### config.mk
export PLATFORM = sky130hd
export DESIGN_NAME = regfile_ctx_sequencer
export DESIGN_NICKNAME = d
export VERILOG_FILES = /design/src/rtl/regfile_ctx_sequencer.sv
export SDC_FILE = /design/constraint.sdc
export NUM_CORES = 1
export LEC_CHECK = 0
export CAP_MARGIN = 40
export CORE_UTILIZATION = 47
export DETAILED_ROUTE_END_ITERATION = 10
export PLACE_DENSITY = 0.89
export SLEW_MARGIN = 20
export SYNTH_ARGS = -nofsm -noshare
export SYNTH_HDL_FRONTEND = slang
export SYNTH_SLANG_ARGS = --single-unit
export TNS_END_PERCENT = 20
### constraint.sdc
create_clock -name clk -period 2.95 [get_ports clk]
set_input_delay 0.59 -clock clk [delete_from_list [all_inputs] [get_ports clk]]
set_output_delay 0.59 -clock clk [all_outputs]
set_load 0.005 [all_outputs]
### src/rtl/regfile_ctx_sequencer.sv
// Context save/restore sequencer for a 32x64 register file: dumps all registers as a
// ready/valid stream (save) or refills them from an incoming stream (restore).
module regfile_ctx_sequencer #(
    parameter int NREGS = 32,
    parameter int DW    = 64,
    parameter int AW    = 5
) (
    input  logic          clk,
    input  logic          reset,
    input  logic          start_save,
    input  logic          start_restore,
    output logic          busy,
    output logic          done,
    output logic [AW-1:0] rf_rdAddrA,
    output logic [AW-1:0] rf_rdAddrB,
    input  logic [DW-1:0] rf_rdDataA,
    input  logic [DW-1:0] rf_rdDataB,
    output logic [AW-1:0] rf_wrAddr,
    output logic [DW-1:0] rf_wrData,
    output logic          rf_write,
    output logic [DW-1:0] sv_data,
    output logic          sv_valid,
    input  logic          sv_ready,
    input  logic [DW-1:0] rs_data,
    input  logic          rs_valid,
    output logic          rs_ready
);
    typedef enum logic [2:0] {IDLE, SAVE_RD, SAVE_A, SAVE_B, RESTORE, DONE} state_t;

    localparam logic [AW-2:0] PAIR_LAST = (AW-1)'(NREGS/2 - 1);
    localparam logic [AW-1:0] IDX_LAST  = AW'(NREGS - 1);

    state_t        state, state_nx;
    logic [AW-2:0] pair;
    logic [AW-1:0] idx;
    logic [DW-1:0] hold_a, hold_b;

    // Both read ports always point at the current even/odd register pair.
    assign rf_rdAddrA = {pair, 1'b0};
    assign rf_rdAddrB = {pair, 1'b1};

    always_ff @(posedge clk) begin
        if (reset) state <= IDLE;
        else       state <= state_nx;
    end

    always_comb begin
        state_nx = state;
        busy     = 1'b1;
        done     = 1'b0;
        sv_valid = 1'b0;
        sv_data  = '0;
        rs_ready = 1'b0;
        case (state)
            IDLE: begin
                busy = 1'b0;
                if (start_save)         state_nx = SAVE_RD;
                else if (start_restore) state_nx = RESTORE;
            end
            SAVE_RD: state_nx = SAVE_A;
            SAVE_A: begin
                sv_valid = 1'b1;
                sv_data  = hold_a;
                if (sv_ready) state_nx = SAVE_B;
            end
            SAVE_B: begin
                sv_valid = 1'b1;
                sv_data  = hold_b;
                if (sv_ready) state_nx = (pair == PAIR_LAST) ? DONE : SAVE_RD;
            end
            RESTORE: begin
                rs_ready = 1'b1;
                if (rs_valid && idx == IDX_LAST) state_nx = DONE;
            end
            DONE: begin
                done     = 1'b1;
                state_nx = IDLE;
            end
            default: state_nx = IDLE;
        endcase
    end

    always_ff @(posedge clk) begin
        if (reset) begin
            pair      <= '0;
            idx       <= '0;
            hold_a    <= '0;
            hold_b    <= '0;
            rf_write  <= 1'b0;
            rf_wrAddr <= '0;
            rf_wrData <= '0;
        end else begin
            // Write strobe is only ever high for the cycle after an accepted restore word.
            rf_write <= 1'b0;
            case (state)
                IDLE: begin
                    pair <= '0;
                    idx  <= '0;
                end
                SAVE_RD: begin
                    hold_a <= rf_rdDataA;
                    hold_b <= rf_rdDataB;
                end
                SAVE_B: begin
                    if (sv_ready && pair != PAIR_LAST) pair <= pair + (AW-1)'(1);
                end
                RESTORE: begin
                    if (rs_valid) begin
                        rf_wrData <= rs_data;
                        rf_wrAddr <= idx;
                        rf_write  <= 1'b1;
                        idx       <= idx + AW'(1);
                    end
                end
                DONE: begin
                    pair <= '0;
                    idx  <= '0;
                end
                default: ;
            endcase
        end
    end
endmodule
# [Yosys cells after proc, flatten, opt, wreduce, memory -nomap -nowiden]
# Cells that the tools add are included.
# Widths: inputs -> output; s select.
[totals] ff_bits=210 in_bits=198 out_inout_bits=148 word_cells=54
[classes] addsub=2 n_eq_ne=14 mux=17 bitwise_logic=1 reduce_logical=12
[op_table] cell="$pmux 64 s2" count=1
[op_table] cell="$mux 3" count=6
[op_table] cell="$pmux 3 s5" count=1
[op_table] cell="$ne 2x2->1 const B" count=5
[op_table] cell="$pmux 5 s2" count=1
[op_table] cell="$pmux 4 s2" count=1
[op_table] cell="$eq 3x2->1 const B" count=2
[op_table] cell="$eq 3x3->1 const B" count=2
[op_table] cell="$reduce_and 2->1" count=3
[op_table] cell="$reduce_or 2->1" count=3
[op_table] cell="$add 5x1->5 const B" count=1
[op_table] cell="$eq 5x5->1 const B" count=1
[op_table] cell="$mux 1" count=5
[op_table] cell="$mux 5" count=1
[op_table] cell="$add 4x1->4 const B" count=1
[op_table] cell="$eq 4x4->1 const B" count=1
[op_table] cell="$mux 4" count=1
[op_table] cell="$ne 4x4->1 const B" count=1
[op_table] cell="$reduce_and 4->1" count=1
[op_table] cell="$reduce_bool 2->1" count=2
[op_table] cell="$eq 3x1->1 const B" count=1
[op_table] cell="$logic_not 3->1" count=1
[op_table] cell="$ne 3x3->1 const B" count=1
[op_table] cell="$logic_and 1x1->1" count=2
[op_table] cell="$not 1->1" count=1

# [Depth between registers and ports, before layout]
# Gate-level depths: netlist of the first run.
[depth] word_depth=4 mapped_depth=6 mapped_depth_nobuf=6

# [Least setup slack after synthesis of the first run]
# Ideal clock, no wire load.
[synth_path] path_type="register -> output" from="register state[0]" to="output port sv_data[0]" t_arrival_ns=1.210 required_ns=2.360 setup_slack_ns=1.150 stages_incl_launch_ff=7 path_buffers=4 path_cell_list="dfxtp_1 buf_2 buf_2 buf_4 buf_4 mux2i_1 nor2_1"
[synth_via] elab_chain_cells=2 elab_cells_between_ends=3 classes_between="eq/ne: 2; mux: 1"
[synth_lines] element="start, declared" line_no="33" source="state_t state, state_nx;"
[synth_lines] element="start signal, assigned" line_no="44" source="else state <= state_nx;"
[synth_lines] element="$eq 3x2->1" line_no="54" source="case (state)"
[synth_lines] element="$pmux 64 s2 (*)" line_no="54"
[synth_lines] element="end, declared" line_no="21" source="output logic [DW-1:0] sv_data,"
# Mark *: on every way between the ends. The rest lies on a longest branch, timed or not.

# [Worst setup path in the final report of the first run]
[layout_path] from="register state[0]" to="output port sv_data[63]"
# Same word-level chain as after synthesis.

==> results.json, run 1 <==
{
  "status": "finished clean",
  "synth.yosys.warnings": 0,
  "startpoint_of_the_worst_register_to_register_path": "state[0]",
  "period_needed_ns": 2.82,
  "die_width_um": 137,
  "maxCapViolCount": 0,
  "timing.final.setup_violations": 0,
  "grt_setup_unrepaired": "false",
  "die_y_um": 137,
  "worstHoldStart": "hold_a[18]",
  "crit_type": "reg2out",
  "grt_pass1_wl_um": 38100,
  "yosysTopAreaCellShare": 0.492,
  "globalRouteOverflowTotal": 0,
  "top_level_ports": 346,
  "synth_top_cells_by_area": "sky130_fd_sc_hd__dfxtp_1 49%, sky130_fd_sc_hd__nand2_1 18%, sky130_fd_sc_hd__a21oi_1 12%",
  "finish.net_count": 1583,
  "final-max-slew-violation-count": 0,
  "gp_congestion": 0.813,
  "area_delta_synth_final_pct": 48.2,
  "setup_total_negative_slack_ns": 0,
  "dieArea_um2": 18700,
  "cts_tree": "built",
  "arrival_time_of_the_worst_setup_path_ns": 2.23,
  "final_layout_size_suffix_gt1_frac": 0.0408,
  "number_of_global_route_vias_before_repair": 7857,
  "critPathCaptureType": "output port",
  "worst_pin_slew_ns": 0.756,
  "dp_hpwl_um": 17000,
  "n_antenna_cell": 0,
  "detailedRoute.firstIterationViolations": 393,
  "detail_route.wl_per_cell_um": 15.7,
  "rows": 48,
  "post_synth_num_cell_types": 39,
  "slowest_stage_cell_cp": "sky130_fd_sc_hd__dfxtp_4",
  "clk_transition_reported_paths_ns": 0.06,
  "finalClockSkew_ns": 0.00885,
  "timing.critical_path.from_type": "flip-flop",
  "part_of_the_yosys_area_used_for_sequential_elements": 0.492,
  "place_inst": 1581,
  "period_share": 0.954,
  "ctsRootBufferMaster": "sky130_fd_sc_hd__clkbuf_16",
  "cts_made_buffers": 23,
  "hold_path_class": "reg2reg",
  "clock_insertion_delay_worst_skew_ns": 0.49,
  "yosysTopAreaCell": "sky130_fd_sc_hd__dfxtp_1",
  "fmax_mhz": 355,
  "ys_seq_elements": 210,
  "total_leakage_power_nw": 4.36,
  "post_route_hold_slack_ns": 0.451,
  "postSynthAreaPerCell_um2": 7.83,
  "ctsLongestPathBuffers": 3,
  "final-hold-violation-count": 0,
  "grt_max_degree": 112,
  "place.port_buffers": 343,
  "vias": 8334,
  "timing.critical_path.required_ns": 2.36,
  "detailedRoute.firstPassIterationCount": 6,
  "cell_pwr_density_nw_per_um2": 683,
  "syn-num-nets": 1292,
  "critical_path.cell_chain": "buf_4 -> mux2i_1 -> nor2_1 -> clkdlybuf4s50_1",
  "postRouteWirelength_um": 25400,
  "detail_route.drc_violations": 0,
  "crit_path_largest_cell_delay_ns": 0.57,
  "floorplan.core_area_um2": 17500,
  "synthesized_netlist_cell_count": 1091,
  "antenna_found_initial": 0,
  "detail-route-antenna-nets": 0,
  "cts-htree-levels": 1,
  "cts.sinks": 210,
  "relSlewSlack": 0.496,
  "grt_usage": 0.258,
  "drt-vias-per-instance": 5.14,
  "path_max_fanout": 18,
  "start_util": 0.487,
  "post_cts.resized_instances": 0,
  "netlist_area_um2": 8540,
  "instances_no_fill": 1621,
  "worst_ir_drop_on_vdd_mv": 0.497,
  "cp-startpoint": "state[0]"
}
state kept, by name, indices dropped and copies added (netlist names):
| name | count |
|---|---|
| state | 3 |
| rf_write | 1 |
| hold_b | 64 |
| pair | 4 |
| rf_wrData | 64 |
| idx | 5 |
| hold_a | 64 |
| rf_wrAddr | 5 |
kinds of logic (layout without fill, tap and decap cells):
family          after synthesis  in the layout  synth area share
simple gates                499            499             0.231
xor+xnor                      1              1           0.00103
other cells                   2              2          0.000879
fa+ha+maj                     3              3           0.00440
buf+inv                      94            399            0.0646
compound gates              218            218             0.130
flops                       210            210             0.492
mux                          64             64            0.0750
area by class of cell:
class	instances	area (um^2)
clock buffer	36	704
sequential	210	4210
tap	225	282
multi-input combinational	787	3830
fill	1271	4880
clock inverter	3	15.0
inverter	2	7.51
timing repair buffer	358	3620
stage by stage:
step	utilization	worst slack (ns)	cell area [um^2]	power [mW]
floorplan	-	1.15	8540	5.14
global placement	0.680	0.554	11900	5.89
detailed placement	0.680	0.501	11900	5.96
CTS	0.722	0.106	12700	8.72
global route	0.722	0.0283	12700	9.11
finish	0.722	0.134	12700	8.65
worst paths after layout:
kind | slack, ns | depth (start not counted) | endpoint
max reg2reg | 0.92 | 5 | hold_a[40]
max | 0.13 | 4 | sv_data[63]
min | 0.45 | 2 | hold_a[18]
min reg2reg | 0.45 | 2 | hold_a[18]
cells in the mapped netlist, drive strengths merged:
master   count
nor4bb       1
nand4bb      1
ha           3
a41oi        1
o31ai        2
and4b        1
a211oi       3
nor4         2
conb         2
xor2         1
buf         69
nand3        2
mux2i       64
nor3         5
nand2      399
nor3b        2
o21ai        5
nand3b       1
and2         1
nor2        68
o21bai       1
or4          2
inv          2
and3         4
nand2b       3
or3          3
a21oi      205
clkbuf      23
nand4b       1
a32oi        1
dfxtp      210
or3b         2
nor2b        1
timing repair:
| item | in CTS | in global routing |
|---|---|---|
| buffers inserted | 1 | 0 |
| hold buffers | 0 | 0 |
| setup endpoints to repair | 7 | 0 |
power by group:
group / internal, mW / leakage [nW] / total, mW / switching, mW
Clock: 1.62 / 0.359 / 2.71 / 1.09
Sequential: 3.25 / 1.71 / 3.53 / 0.272
Combinational: 1.10 / 2.30 / 2.41 / 1.32
Total: 5.97 / 4.36 / 8.65 / 2.67
cell usage in the layout (no fill, tap or decap), drive strengths merged, types with 3 or more instances in the layout:
master / Yosys / final
nand2: 399 / 399
clkdlybuf4s50: 0 / 342
dfxtp: 210 / 210
a21oi: 205 / 205
nor2: 68 / 68
mux2i: 64 / 64
clkbuf: 23 / 36
buf: 69 / 16
nor3: 5 / 5
o21ai: 5 / 5
and3: 4 / 4
or3: 3 / 3
a211oi: 3 / 3
ha: 3 / 3
clkinv: 0 / 3
nand2b: 3 / 3
per-layer routing:
metal / global-route usage / up-vias / part of all wire
met5: 0 / - / 0
met2: 0.459 / 360 / 0.50
met4: 0.134 / 0 / 0.050
met1: 0.270 / 3777 / 0.36
met3: 0.0844 / 77 / 0.095
li1: - / 4120 / -
critical path, delay by kind of cell, from the launching register on:
kind / cells / cell delay (ns)
buf+inv: 2 / 0.84
simple gates: 1 / 0.07
flops: 1 / 0.57
mux: 1 / 0.23
Note: power is estimated with default switching activity, not from simulation.
==> inputs of run 2 (changes only) <==
--- a/config.mk
+++ b/config.mk
@@ -5,7 +5,6 @@
 export SDC_FILE = /design/constraint.sdc
 export NUM_CORES = 1
 export LEC_CHECK = 0
-export CAP_MARGIN = 40
 export CORE_UTILIZATION = 47
 export DETAILED_ROUTE_END_ITERATION = 10
 export PLACE_DENSITY = 0.89
==> constraint.sdc (replaced) <==
create_clock -name clk -period 2.95 [get_ports clk]
set_input_delay 0.4425 -clock clk [delete_from_list [all_inputs] [get_ports clk]]
set_output_delay 0.4425 -clock clk [all_outputs]
set_load 0.005 [all_outputs]
==> run 2 against run 1 <==
Total power up 0.67%. Sequential share of layout area is 0.059 points lower. Die area unchanged. Combinational power hardly changed. Cell count is 0.12% higher. First-iteration DRC count increased by 7.1%. Cell area increased by 0.18%. Clock power rose by 1%.
==> results.json, run 2 (synthesis results as in run 1) <==
{
  "postRouteWirelength_um": 25900,
  "grt_setup_unrepaired": "false",
  "floorplan.core_area_um2": 17500,
  "top_level_ports": 346,
  "instances_no_fill": 1623,
  "layout_commonest_cell": "sky130_fd_sc_hd__nand2_1",
  "drt-vias-per-instance": 5.21,
  "final-hold-violation-count": 0,
  "cts_made_buffers": 22,
  "netSwitchingPower_mw": 2.71,
  "dieArea_um2": 18700,
  "cell_pwr_density_nw_per_um2": 686,
  "final_critical_path_setup_slack_ns": 0.244,
  "area_delta_synth_final_pct": 48.5,
  "power_frac_clock": 0.316,
  "ctsLongestPathBuffers": 3,
  "post_route_hold_slack_ns": 0.452,
  "final_layout_size_suffix_gt1_frac": 0.0443,
  "final.fill_count": 1323,
  "cellInternalPower_mw": 6.00,
  "cell_area_placed_um2": 11900,
  "place.port_buffers": 343,
  "ctsRootBufferMaster": "sky130_fd_sc_hd__clkbuf_16",
  "start_util": 0.487,
  "layout_common_cells": "399 x sky130_fd_sc_hd__nand2_1, 342 x sky130_fd_sc_hd__clkdlybuf4s50_1, 209 x sky130_fd_sc_hd__dfxtp_1",
  "reg.largest.list": "hold_a (64), hold_b (64), rf_wrData (64)",
  "detailedRoute.firstIterationViolations": 421,
  "setup_total_negative_slack_ns": 0,
  "crit_type": "reg2out",
  "number_of_global_route_vias_before_repair": 8000,
  "gp_congestion": 0.822,
  "place_inst": 1583,
  "rows": 48,
  "total_leakage_power_nw": 4.38,
  "crit_path_largest_cell_delay_ns": 0.63,
  "hold_path_class": "reg2reg",
  "relSlewSlack": 0.417,
  "power_mw": 8.70,
  "pre_cts_slack_ns": 0.568,
  "clk_transition_reported_paths_ns": 0.06,
  "detail_route.drc_violations": 0,
  "clock_insertion_delay_worst_skew_ns": 0.50,
  "critical_path.cell_chain": "buf_4 -> mux2i_1 -> nor2_1 -> clkdlybuf4s50_1",
  "power.switching_fraction": 0.311,
  "cts-hold-fix-buffers": 0,
  "cts_tree": "built",
  "die_width_um": 137,
  "period_share": 0.917,
  "final-max-slew-violation-count": 0,
  "dp_hpwl_um": 17300,
  "finalClockSkew_ns": 0.0166,
  "layout.cell_area.non_filler_um2": 12700,
  "critPathCaptureType": "output port",
  "timing.critical_path.required_ns": 2.51,
  "finalCoreUtilization": 0.723,
  "detail-route-antenna-nets": 0,
  "n_antenna_cell": 0,
  "arrival_time_of_the_worst_setup_path_ns": 2.26,
  "power.share.combinational": 0.277,
  "cts.sinks": 210,
  "detail_route.wl_per_cell_um": 15.9,
  "finish.net_count": 1584,
  "die_y_um": 137,
  "slowest_stage_cell_cp": "sky130_fd_sc_hd__dfxtp_4",
  "detailedRoute.firstPassIterationCount": 4,
  "p_seq_frac": 0.407,
  "timing.final.setup_violations": 0,
  "maxCapViolCount": 0,
  "path_max_fanout": 21,
  "worst_ir_drop_on_vdd_mv": 0.532,
  "grt_pass1_wl_um": 38800,
  "status": "finished clean",
  "antenna_found_initial": 0,
  "fmax_mhz": 370,
  "vias": 8462,
  "globalRouteOverflowTotal": 0,
  "timing.critical_path.from_type": "flip-flop",
  "period_needed_ns": 2.71,
  "worst_pin_slew_ns": 0.875,
  "grt_usage": 0.261,
  "grt_max_degree": 115,
  "cts-htree-levels": 1
}
## run 2: area by class of cell
type	instances	area [um^2]	area share
Multi-Input combinational cell	787	3830	0.302
Sequential cell	210	4210	0.332
Inverter	2	7.51	0.000592
Tap cell	225	282	0.0222
Timing Repair Buffer	360	3620	0.286
Clock inverter	5	27.5	0.00217
Clock buffer	34	707	0.0557
## run 2: path summary, 6_finish.rpt
| kind | start | end | slack, ns | depth (start not counted) |
|---|---|---|---|---|
| hold reg to reg | rf_wrData[0] | rf_wrData[0] | 0.45 | 2 |
| setup reg to reg | state[0] | hold_a[52] | 0.68 | 5 |
| hold / removal | rf_wrData[0] | rf_wrData[0] | 0.45 | 2 |
| setup / recovery | state[0] | sv_data[36] | 0.24 | 4 |
## run 2: per-layer routing
layer	part of all wire	GRT usage
met2	0.49	0.467
met4	0.043	0.111
met5	0	0
met1	0.37	0.287
met3	0.093	0.0759
## run 2: what timing repair did
action                     4_1_cts  5_1_grt
setup endpoints to repair        0        3
setup buffers                    0        1
gates resized for setup          0        0
## run 2: power groups by stage
stage                     logic (mW)  clock network [mW]  registers (mW)
after detailed placement        2.33                   0            3.63
final                           2.41                2.75            3.54
after floorplan                 1.67                   0            3.47
after global placement          2.27                   0            3.62
after CTS                       2.35                2.80            3.58
after global routing            2.65                2.93            3.58
## run 2: critical path: cells and delay by family (launching register included)
kind | cells | cell delay, ns
multiplexers | 1 | 0.24
AND/OR/NAND/NOR | 1 | 0.08
flip-flops | 1 | 0.63
buffers and inverters | 2 | 0.79
==> inputs of run 3 (changes only) <==
--- a/config.mk
+++ b/config.mk
@@ -5,9 +5,11 @@
 export SDC_FILE = /design/constraint.sdc
 export NUM_CORES = 1
 export LEC_CHECK = 0
+export CAP_MARGIN = 10
 export CORE_UTILIZATION = 47
 export DETAILED_ROUTE_END_ITERATION = 10
 export PLACE_DENSITY = 0.89
+export SETUP_SLACK_MARGIN = 0.1
 export SLEW_MARGIN = 20
 export SYNTH_ARGS = -nofsm -noshare
 export SYNTH_HDL_FRONTEND = slang
==> constraint.sdc (replaced) <==
create_clock -name clk -period 2.95 [get_ports clk]
set_input_delay 0.59 -clock clk [delete_from_list [all_inputs] [get_ports clk]]
set_output_delay 0.59 -clock clk [all_outputs]
set_load 0.005 [all_outputs]
==> run 3 against run 2 <==
Non-clock buffer count is 8 higher. Flip-flop and latch count stayed put. Routed wire length fell by 0.68%. Critical path depth stayed put. Cell count grew 0.49%. Register-to-register slack better by 0.33 ns. Sequential power about the same. Worst setup slack better by 0.024 ns. First-iteration DRC count is 7.6% lower. Clock power fell by 1%. Critical path type unchanged. Largest power group unchanged. Highest routed layer unchanged.
==> results.json, run 3 (synthesis results as in run 1) <==
{
  "status": "finished clean",
  "ctsRootBufferMaster": "sky130_fd_sc_hd__clkbuf_16",
  "vias": 8364,
  "final-hold-violation-count": 0,
  "clock_insertion_delay_worst_skew_ns": 0.49,
  "finish.net_count": 1593,
  "power_mw": 8.73,
  "gp_congestion": 0.813,
  "finalClockSkew_ns": 0.00988,
  "cts-hold-fix-buffers": 0,
  "hold_end": "hold_a[18]",
  "cts_made_buffers": 23,
  "worst_r2r_endpoint": "hold_b[36]",
  "final_layout_size_suffix_gt1_frac": 0.0477,
  "dieArea_um2": 18700,
  "crit_type": "reg2out",
  "worst_pin_slew_ns": 0.770,
  "fmax_mhz": 373,
  "cts-htree-levels": 1,
  "setup_total_negative_slack_ns": 0,
  "timing.critical_path.from_type": "flip-flop",
  "clk_transition_reported_paths_ns": 0.06,
  "grt_max_degree": 112,
  "detailedRoute.firstIterationViolations": 389,
  "worst_path_dominant_cell_family": "buffers and inverters",
  "detail_route.drc_violations": 0,
  "n_antenna_cell": 0,
  "period_share": 0.909,
  "path_max_fanout": 16,
  "cts_tree": "built",
  "antenna_found_initial": 0,
  "grt_usage": 0.258,
  "dp_hpwl_um": 17000,
  "layout_common_cells": "399 x sky130_fd_sc_hd__nand2_1, 342 x sky130_fd_sc_hd__clkdlybuf4s50_1, 209 x sky130_fd_sc_hd__dfxtp_1",
  "reg.largest.list": "hold_a (64), hold_b (64), rf_wrData (64)",
  "hold_depth": 2,
  "arrival_time_of_the_worst_setup_path_ns": 2.09,
  "cp_num_buf_inv": 2,
  "cell_pwr_density_nw_per_um2": 685,
  "crit_path_largest_cell_delay_ns": 0.49,
  "critPathCaptureType": "output port",
  "detail_route.wl_per_cell_um": 15.8,
  "start_util": 0.487,
  "grt_setup_unrepaired": "false",
  "drt-vias-per-instance": 5.13,
  "critical_path.cell_chain": "buf_4 -> mux2i_1 -> nor2_1 -> clkdlybuf4s50_1",
  "period_needed_ns": 2.68,
  "relSlewSlack": 0.487,
  "r2r_cells": 5,
  "place.port_buffers": 343,
  "globalRouteOverflowTotal": 0,
  "maxCapViolCount": 0,
  "slowest_stage_cell_cp": "sky130_fd_sc_hd__dfxtp_4",
  "die_width_um": 137,
  "startpoint_of_the_worst_register_to_register_path": "state[0]",
  "final-max-slew-violation-count": 0,
  "floorplan.core_area_um2": 17500,
  "number_of_global_route_vias_before_repair": 7857,
  "grt_pass1_wl_um": 38100,
  "layout_commonest_cell": "sky130_fd_sc_hd__nand2_1",
  "worst_ir_drop_on_vdd_mv": 0.501,
  "total_leakage_power_nw": 4.41,
  "hold_path_class": "reg2reg",
  "detailedRoute.firstPassIterationCount": 5,
  "cts.sinks": 210,
  "rrSetupSlack_ns": 1.01,
  "postRouteWirelength_um": 25700,
  "timing.final.setup_violations": 0,
  "die_y_um": 137,
  "ctsLongestPathBuffers": 3,
  "cp.depth": 4,
  "timing.critical_path.required_ns": 2.36,
  "detail-route-antenna-nets": 0,
  "rows": 48,
  "top_level_ports": 346,
  "worstHoldStart": "hold_a[18]",
  "area_delta_synth_final_pct": 49.2
}
[run 3: power breakdown]
part | internal (mW) | switching [mW]
Combinational | 1.16 | 1.36
Clock | 1.62 | 1.08
Sequential | 3.25 | 0.253
[run 3: through the flow]
stage | setup WS (ns) | cells | area [um^2] | utilization | hold slack, ns
after CTS | 0.106 | 1621 | 12700 | 0.722 | 0.454
after global placement | 0.554 | 1581 | 11900 | 0.680 | 0.441
after global routing | 0.164 | 1631 | 12700 | 0.726 | 0.473
after floorplan | 1.15 | 1091 | 8540 | - | 0.436
final | 0.268 | 1631 | 12700 | 0.726 | 0.452
after detailed placement | 0.501 | 1581 | 11900 | 0.680 | 0.446
[run 3: worst register-to-register path: stages (launching register included)]
cell and delay, ns:
sky130_fd_sc_hd__dfxtp_4 0.49, sky130_fd_sc_hd__buf_8 0.23, sky130_fd_sc_hd__or3b_4 0.41, sky130_fd_sc_hd__buf_4 0.35, sky130_fd_sc_hd__nand2_1 0.22, sky130_fd_sc_hd__a21oi_1 0.08
[run 3: final cells by class]
class                   count  area, um^2
multi-input cells         787        3830
clock inverters             3        15.0
well taps                 225         282
fillers                  1265        4800
flip-flops and latches    210        4210
repair buffers            368        3700
clock buffers              36         704
inverters                   2        7.51
[run 3: how the worst max path moves through the flow]
stage	from	end	slack [ns]
after global routing	state[0]	sv_data[63]	0.16
after floorplan	state[0]	sv_data[0]	1.15
after CTS	state[0]	sv_data[63]	0.11
final	state[0]	sv_data[63]	0.27
after detailed placement	state[0]	sv_data[63]	0.50
after global placement	state[0]	sv_data[13]	0.55
[run 3: what timing repair did]
item / CTS / global route
resized for setup: 0 / 1
endpoints found under the setup margin: 26 / 16
setup buffers: 1 / 10
pin swaps: 0 / 0
endpoints found under the hold margin: 0 / 0
[run 3: metal layers]
layer / up-vias / part of all wire / global-route usage
met5: - / 0 / 0
met4: 0 / 0.050 / 0.134
met3: 76 / 0.091 / 0.0844
met2: 342 / 0.50 / 0.459
met1: 3802 / 0.36 / 0.270
li1: 4144 / - / -
